## src/rtl/framebuffer_arbiter_if.sv

```systemverilog
// Bundles the scan-side read port, host write port, swap control and RAM bus
// of the framebuffer arbiter. The slave modport is the arbiter's view.
interface framebuffer_arbiter_if #(
  parameter int ADDR_W = 11,
  parameter int DATA_W = 18
);
  logic              rd_req;
  logic [ADDR_W-1:0] rd_addr;
  logic              rd_ack;
  logic              rd_valid;
  logic [DATA_W-1:0] rd_data;

  logic              wr_req;
  logic [ADDR_W-1:0] wr_addr;
  logic [DATA_W-1:0] wr_data;
  logic              wr_ack;

  logic              swap_req;
  logic              frame_start;
  logic              swap_pending;
  logic              front_bank;

  logic [ADDR_W:0]   mem_addr;
  logic [DATA_W-1:0] mem_wdata;
  logic              mem_we;
  logic              mem_re;
  logic [DATA_W-1:0] mem_rdata;

  modport slave (
    input  rd_req, rd_addr, wr_req, wr_addr, wr_data, swap_req, frame_start, mem_rdata,
    output rd_ack, rd_valid, rd_data, wr_ack, swap_pending, front_bank,
           mem_addr, mem_wdata, mem_we, mem_re
  );

  modport master (
    output rd_req, rd_addr, wr_req, wr_addr, wr_data, swap_req, frame_start, mem_rdata,
    input  rd_ack, rd_valid, rd_data, wr_ack, swap_pending, front_bank,
           mem_addr, mem_wdata, mem_we, mem_re
  );
endinterface

```

## src/rtl/framebuffer_arbiter.sv

```systemverilog
// Double-buffered framebuffer arbiter: scan reads from the front bank, host
// writes the back bank, banks swap on the first frame_start after a swap request.
module framebuffer_arbiter #(
  parameter int ADDR_W       = 11,
  parameter int DATA_W       = 18,
  parameter int STARVE_LIMIT = 8
) (
  input  logic                  clk_in,
  input  logic                  reset,
  framebuffer_arbiter_if.slave  bus
);
  localparam int STARVE_W = $clog2(STARVE_LIMIT + 1);
  localparam logic [STARVE_W-1:0] STARVE_MAX = STARVE_W'(STARVE_LIMIT);

  typedef enum logic {
    RUN       = 1'b0,
    SWAP_WAIT = 1'b1
  } state_t;

  state_t              state_reg, state_next;
  logic                front_bank_reg, front_bank_next;
  logic [STARVE_W-1:0] starve_cnt_reg, starve_cnt_next;
  logic                rd_valid_reg;
  logic [DATA_W-1:0]   rd_hold_reg;
  logic                writes_ok;
  logic                rd_grant;
  logic                wr_grant;

  always_comb begin
    state_next      = state_reg;
    front_bank_next = front_bank_reg;
    starve_cnt_next = '0;
    rd_grant        = 1'b0;
    wr_grant        = 1'b0;
    writes_ok       = (state_reg == RUN);

    // Grants are gated by reset so nothing reaches the RAM while it is held.
    if (reset) begin
      if (bus.wr_req && writes_ok && (!bus.rd_req || starve_cnt_reg == STARVE_MAX)) begin
        wr_grant = 1'b1;
      end else if (bus.rd_req) begin
        rd_grant = 1'b1;
      end
    end

    if (bus.wr_req && writes_ok && !wr_grant) begin
      if (rd_grant && starve_cnt_reg != STARVE_MAX) begin
        starve_cnt_next = starve_cnt_reg + STARVE_W'(1);
      end else begin
        starve_cnt_next = starve_cnt_reg;
      end
    end

    case (state_reg)
      RUN: begin
        // A coincident frame_start is ignored here; the toggle waits a frame.
        if (bus.swap_req) begin
          state_next = SWAP_WAIT;
        end
      end
      SWAP_WAIT: begin
        if (bus.frame_start) begin
          state_next      = RUN;
          front_bank_next = ~front_bank_reg;
        end
      end
      default: state_next = RUN;
    endcase
  end

  always_ff @(posedge clk_in or negedge reset) begin
    if (!reset) begin
      state_reg      <= RUN;
      front_bank_reg <= 1'b0;
      starve_cnt_reg <= '0;
      rd_valid_reg   <= 1'b0;
      rd_hold_reg    <= '0;
    end else begin
      state_reg      <= state_next;
      front_bank_reg <= front_bank_next;
      starve_cnt_reg <= starve_cnt_next;
      rd_valid_reg   <= rd_grant;
      if (rd_valid_reg) begin
        rd_hold_reg <= bus.mem_rdata;
      end
    end
  end

  assign bus.rd_ack       = rd_grant;
  assign bus.wr_ack       = wr_grant;
  assign bus.mem_re       = rd_grant;
  assign bus.mem_we       = wr_grant;
  assign bus.mem_addr     = rd_grant ? {front_bank_reg, bus.rd_addr} :
                            wr_grant ? {~front_bank_reg, bus.wr_addr} : '0;
  assign bus.mem_wdata    = wr_grant ? bus.wr_data : '0;
  assign bus.swap_pending = (state_reg == SWAP_WAIT);
  assign bus.front_bank   = front_bank_reg;
  assign bus.rd_valid     = rd_valid_reg;
  // RAM data passes straight through in the valid cycle and is held afterwards.
  assign bus.rd_data      = rd_valid_reg ? bus.mem_rdata : rd_hold_reg;
endmodule

```

## src/flat_wrapper.sv

```systemverilog
// flat-port wrapper written by rule: the top's interface ports become plain ports
module framebuffer_arbiter_flat 
#(
  parameter int ADDR_W       = 11,
  parameter int DATA_W       = 18,
  parameter int STARVE_LIMIT = 8
)
  (clk_in, reset, bus_rd_req, bus_rd_addr, bus_wr_req, bus_wr_addr, bus_wr_data, bus_swap_req, bus_frame_start, bus_mem_rdata, bus_rd_ack, bus_rd_valid, bus_rd_data, bus_wr_ack, bus_swap_pending, bus_front_bank, bus_mem_addr, bus_mem_wdata, bus_mem_we, bus_mem_re);
  framebuffer_arbiter_if #(.ADDR_W(ADDR_W), .DATA_W(DATA_W)) bus_i ();
  input  logic clk_in;
  input  logic reset;
  input wire logic [$bits(bus_i.rd_req)-1:0] bus_rd_req;
  input wire logic [$bits(bus_i.rd_addr)-1:0] bus_rd_addr;
  input wire logic [$bits(bus_i.wr_req)-1:0] bus_wr_req;
  input wire logic [$bits(bus_i.wr_addr)-1:0] bus_wr_addr;
  input wire logic [$bits(bus_i.wr_data)-1:0] bus_wr_data;
  input wire logic [$bits(bus_i.swap_req)-1:0] bus_swap_req;
  input wire logic [$bits(bus_i.frame_start)-1:0] bus_frame_start;
  input wire logic [$bits(bus_i.mem_rdata)-1:0] bus_mem_rdata;
  output wire logic [$bits(bus_i.rd_ack)-1:0] bus_rd_ack;
  output wire logic [$bits(bus_i.rd_valid)-1:0] bus_rd_valid;
  output wire logic [$bits(bus_i.rd_data)-1:0] bus_rd_data;
  output wire logic [$bits(bus_i.wr_ack)-1:0] bus_wr_ack;
  output wire logic [$bits(bus_i.swap_pending)-1:0] bus_swap_pending;
  output wire logic [$bits(bus_i.front_bank)-1:0] bus_front_bank;
  output wire logic [$bits(bus_i.mem_addr)-1:0] bus_mem_addr;
  output wire logic [$bits(bus_i.mem_wdata)-1:0] bus_mem_wdata;
  output wire logic [$bits(bus_i.mem_we)-1:0] bus_mem_we;
  output wire logic [$bits(bus_i.mem_re)-1:0] bus_mem_re;
  assign bus_i.rd_req = bus_rd_req;
  assign bus_i.rd_addr = bus_rd_addr;
  assign bus_i.wr_req = bus_wr_req;
  assign bus_i.wr_addr = bus_wr_addr;
  assign bus_i.wr_data = bus_wr_data;
  assign bus_i.swap_req = bus_swap_req;
  assign bus_i.frame_start = bus_frame_start;
  assign bus_i.mem_rdata = bus_mem_rdata;
  assign bus_rd_ack = bus_i.rd_ack;
  assign bus_rd_valid = bus_i.rd_valid;
  assign bus_rd_data = bus_i.rd_data;
  assign bus_wr_ack = bus_i.wr_ack;
  assign bus_swap_pending = bus_i.swap_pending;
  assign bus_front_bank = bus_i.front_bank;
  assign bus_mem_addr = bus_i.mem_addr;
  assign bus_mem_wdata = bus_i.mem_wdata;
  assign bus_mem_we = bus_i.mem_we;
  assign bus_mem_re = bus_i.mem_re;
  framebuffer_arbiter #(.ADDR_W(ADDR_W), .DATA_W(DATA_W), .STARVE_LIMIT(STARVE_LIMIT)) u_core (.clk_in(clk_in), .reset(reset), .bus(bus_i));
endmodule
```

## config.mk

```make
export PLATFORM = sky130hd
export DESIGN_NAME = framebuffer_arbiter_flat
export DESIGN_NICKNAME = d
export VERILOG_FILES = /design/src/rtl/framebuffer_arbiter_if.sv /design/src/rtl/framebuffer_arbiter.sv /design/src/flat_wrapper.sv
export SDC_FILE = /design/constraint.sdc
export NUM_CORES = 1
export LEC_CHECK = 0
export BUFFER_PORTS_ARGS = -buffer_cell sky130_fd_sc_hd__buf_2
export CAP_MARGIN = 10
export CORE_ASPECT_RATIO = 0.75
export CORE_MARGIN = 5
export CORE_UTILIZATION = 38
export DETAILED_ROUTE_END_ITERATION = 8
export PLACE_DENSITY = 0.8
export SYNTH_ARGS = -nofsm -noshare
export SYNTH_HDL_FRONTEND = slang
export SYNTH_SLANG_ARGS = --single-unit
```

## constraint.sdc

```tcl
create_clock -name clk_in -period 2.1 [get_ports clk_in]
set_input_delay 0.21 -clock clk_in [delete_from_list [all_inputs] [get_ports clk_in]]
set_output_delay 0.21 -clock clk_in [all_outputs]
set_load 0.02 [all_outputs]
```

# After elaboration in Yosys (flattened, before gate mapping)
# Index checks and enable logic that the tools add are counted.
# Widths: inputs -> output; s select.
# totals
register_bits	25
output_inout_bits	55
# classes
add_sub_neg	1
bitwise_logic	2
reduce_logical	8
muxes	14
n_eq_ne	3
# op_table
operator	n
$mux 18	2
$mux 12	2
$mux 4	2
$mux 1	7
$add 4x1->4 const B	1
$eq 4x4->1 const B	1
$logic_and 1x1->1	4
$ne 4x4->1 const B	1
$logic_not 1->1	2
$ne 2x2->1 const B	1
$not 1->1	2
$pmux 1 s2	1
$reduce_and 2->1	1
$logic_or 1x1->1	1

# Depth between registers and ports, before layout
# depth
depth_word	8
depth_mapped	7
mapped_depth_nobuf	5

# Worst setup path before layout
# No wires, ideal clock.
# synth_timing
path_kind	flip-flop to output port
from	register u_core.starve_cnt_reg[0]
to	output port bus_wr_ack
path_buffers	2
path_stages_with_launch	8
arrival_ns	1.692
setup_slack_ns	0.198
required_time_ns	1.890
path_cell_list	dfrtp_1 inv_1 ha_1 nand3b_4 a21o_1 buf_2 nor2_1 buf_4
# synth_between
elab_chain_cells	5
# synth_lines
element	line_no	rtl
from (decl)	framebuffer_arbiter.sv:22	logic [STARVE_W-1:0] starve_cnt_reg, starve_cnt_next;
from (signal assigned)	framebuffer_arbiter.sv:81	starve_cnt_reg <= starve_cnt_next;
$eq 4x4->1	framebuffer_arbiter.sv:39	if (bus.wr_req && writes_ok && (!bus.rd_req || starve_cnt_reg == STARVE_MAX)) begin
$logic_or 1x1->1	framebuffer_arbiter.sv:39	
$logic_and 1x1->1	framebuffer_arbiter.sv:39	
$mux 1	framebuffer_arbiter.sv:39	
$mux 1	framebuffer_arbiter.sv:38	if (reset) begin
to (decl)	flat_wrapper.sv:23	output wire logic [$bits(bus_i.wr_ack)-1:0] bus_wr_ack;
# No other way between the ends.

# Worst setup path in the final report
# layout_timing
from	register u_core.starve_cnt_reg[0]
to	output port bus_mem_addr[1]
# layout_between
elab_chain_cells	7
# layout_lines
element	line_no	rtl
$eq 4x4->1 (*)	framebuffer_arbiter.sv:39	
$logic_or 1x1->1 (*)	framebuffer_arbiter.sv:39	
$logic_and 1x1->1 (*)	framebuffer_arbiter.sv:39	
$mux 1	framebuffer_arbiter.sv:39	
$mux 1	framebuffer_arbiter.sv:38	
$mux 12	framebuffer_arbiter.sv:94	wr_grant ? {~front_bank_reg, bus.wr_addr} : '0;
$mux 12 (*)	framebuffer_arbiter.sv:93	assign bus.mem_addr = rd_grant ? {front_bank_reg, bus.rd_addr} :
to (decl)	flat_wrapper.sv:26	output wire logic [$bits(bus_i.mem_addr)-1:0] bus_mem_addr;
# Every way passes the cells marked *; elsewhere a longest branch is shown, timed or not.

==> run_results.csv <==
group,metric,value,unit
pwr,p_per_area,636,nW/µm²
synthesis,avgSynthCellArea,9.81,µm²
sta,max_freq,0.511,GHz
setup_path,r2r_slack,0.77,ns
cts,clock_latency,0.26,ns
routing,wl,3.80,mm
synthesis,yosysTopAreaCellShare,44.6,%
setup_path,worstSetupEndpoint,"bus_mem_addr[1]",
placed_design,placed_area,2030,µm²
final_layout,final_nets,328,
synthesis,yosysWarnings,0,
sta,maxSlewHeadroom,82.1,%
sta,fin_skew,0.00861,ns
setup_path,cp_max_fo,13,
setup_path,start_kind,"flop",
grt,grtUsageTotal,14.9,%
cts,cts-htree-levels,1,
grt,antenna_found_initial,0,
setup_path,crit_arrival,1.75,ns
pwr,ir_worst_vdd,505,µV
die,io_pins,119,
sta,min_period,1.96,ns
routing,drc,0,
grt,grt.overflow.total,0,
final_layout,area_delta_synth_final,50.0,%
cts,clkSinkCount,25,
pwr,p_leak,1.20,nW
setup_path,crit_family,"compound AO/OA/AOI/OAI gates",
cts,cts_buffers,3,
setup_path,critical_path_required,1.89,ns
grt,met2_usage,27.0,%
die,die_x,80.2,µm
setup_path,crit_type,"flop to output pin",
final_layout,final_util,58.2,%
cts,cts_tree,"yes",
sta,rsz0062_at_grt,"false",
die,rows,19,
cts,root_buffer,"clkbuf_8",
cts,clockBufferDepth,2,
placed_design,hpwl,3.05,mm
setup_path,max_stage_delay,0.41,ns
grt,grt_max_degree,24,
routing,drt_iter0_drc,33,
die,start_util,38.8,%
setup_path,path_buf_inv,2,
grt,busiest_layer,"met2",
synthesis,syn_area,1400,µm²
setup_path,worstSetupStartpoint,"u_core.starve_cnt_reg[0]",
final_layout,largest_reg_flops,18,
setup_path,cp_num_cells,6,
synthesis,ys_seq_elements,25,
synthesis,synth_nets,209,
final_layout,drive_above_1_share,58.2,%
status,status,"finished clean",
worst_hold_path,hold_class,"input pin to flop",
die,die_area,5020,µm²
synthesis,synth.area.top_cells,"dfrtp_1 45%, mux2_2 14%, and3_1 8.0%, nand2_1 7.5%, o22ai_1 5.4%",
pwr,p_total,1.34,mW
placed_design,portBuffers,118,
setup_path,r2r_end,"u_core.bus.rd_valid",
final_layout,fill_cells,343,
routing,antenna_left,0,
sta,drv_slew,0,
setup_path,timing.rr.start,"u_core.starve_cnt_reg[0]",
grt,gr-usage-met1,17.9,%
sta,hold_viol,0,
final_layout,final_area,2100,µm²
sta,period_share,93.1,%
routing,viasPerCell,4.72,
synthesis,ys_types,27,
grt,grt_pass1_wl,6.30,mm
die,core,3610,µm²
sta,tightest_slew,0.268,ns
die,fp.dieH,62.6,µm
flow_run,cap_violations,0,
final_layout,multiInputGateArea,687,µm²
synthesis,synth_largest_area_cell,"dfrtp_1",
synthesis,synth-seq-area-share,44.6,%
setup_path,r2r_cells,6,
sta,finalSetupViolations,0,
routing,vias,1476,
routing,wl_per_cell,12.2,µm
synthesis,syn_inst,143,
setup_path,critPathCaptureType,"output pin",
final_layout,seqCellArea,626,µm²
cts,clk_pin_slew,0.08,ns
grt,grt_pass1_vias,1477,
grt,gr-usage-met3,3.60,%
final_layout,diodes,0,
placed_design,place_congestion,0.809,
setup_path,slowest_stage,"dfrtp_1",
setup_path,path_cells,"inv_1, ha_1, nand3b_4, a21o_2, o22ai_1, buf_2",
routing,firstDrtPassIters,4,
sta,tns,0,ns
==> timing repair <==
action / 4_1_cts / 5_1_grt
buffers inserted: 0 / 2
endpoints found under the hold margin: 4 / 0
setup endpoints to repair: 0 / 33
hold buffers: 1 / 0
gates resized for setup: 0 / 2
==> worst min-delay path by stage <==
stage                          from                       to  slack, ns  cells past startpoint
floorplan                     reset    u_core.bus.front_bank      -0.09                      0
global placement              reset    u_core.rd_hold_reg[0]       0.15                      1
detailed placement            reset    u_core.rd_hold_reg[0]       0.16                      1
CTS                 bus_frame_start  u_core.bus.swap_pending       0.12                      2
global route        bus_frame_start  u_core.bus.swap_pending       0.13                      2
finish              bus_frame_start  u_core.bus.swap_pending       0.13                      2
==> kinds of logic after synthesis <==
logic type               count (synthesis)  share of synthesized area (%)
AND/OR/NAND/NOR                         59                           22.0
flip-flops                              25                           44.6
AO/OA/AOI/OAI                           20                           9.28
multiplexers                            19                           15.2
buffers and inverters                   17                           6.51
adder cells (fa/ha/maj)                  2                           1.78
XOR/XNOR                                 1                          0.625
==> Yosys cell counts <==
master    instances
o22ai_1          12
a31oi_1           1
or3_1             1
nand3_1           1
a21o_1            1
clkbuf_1          4
o21ai_1           1
mux2i_1           1
buf_6             1
buf_2             4
nand4_1           4
a21oi_1           3
o21ai_0           1
nand2b_2          1
buf_4             4
nand2_1          28
ha_1              2
and3_1           18
xnor2_1           1
nor2_1            2
nand2b_1          1
nand3b_4          1
inv_1             4
dfrtp_1          25
mux2_2           18
nor2b_1           2
a21oi_4           1
==> through the flow <==
step	instances	hold slack [ns]	setup slack, ns
after global routing	313	0.132	0.00712
after detailed placement	306	0.155	0.350
after CTS	311	0.122	0.0439
final	313	0.133	0.145
after floorplan	143	-0.0856	0.198
after global placement	306	0.149	0.401
==> where the power goes <==
part	total [mW]	internal [mW]	switching [mW]
Sequential	0.583	0.554	0.0298
Combinational	0.476	0.203	0.273
Clock	0.278	0.134	0.144
Total	1.34	0.891	0.447
==> cell type report <==
| type | count | area share, % |
|---|---|---|
| clock buffers | 3 | 1.96 |
| well taps | 52 | 3.09 |
| multi-input cells | 101 | 32.6 |
| flip-flops and latches | 25 | 29.7 |
| clock inverters | 1 | 0.357 |
| repair buffers | 127 | 31.5 |
| inverters | 4 | 0.713 |
==> per-layer routing <==
| metal | share of wire (%) | wire (µm) |
|---|---|---|
| met1 | 42 | 1580 |
| met2 | 49 | 1870 |
| met3 | 9.1 | 346 |
| met4 | 0 | 0 |
| met5 | 0 | 0 |
==> cell usage in the layout, fill, tap and decap left out, types with 2 or more instances in the layout <==
master,synthesis,layout
ha_1,2,2
and3_1,18,18
o22ai_1,12,12
buf_4,4,8
buf_2,4,117
a21oi_1,3,3
nand4_1,4,4
clkbuf_8,0,3
nor2_1,2,2
dfrtp_1,25,25
nor2b_1,2,2
nand2_1,28,28
inv_1,4,4
mux2_2,18,18
No activity file was read; power rests on OpenSTA's default activity.
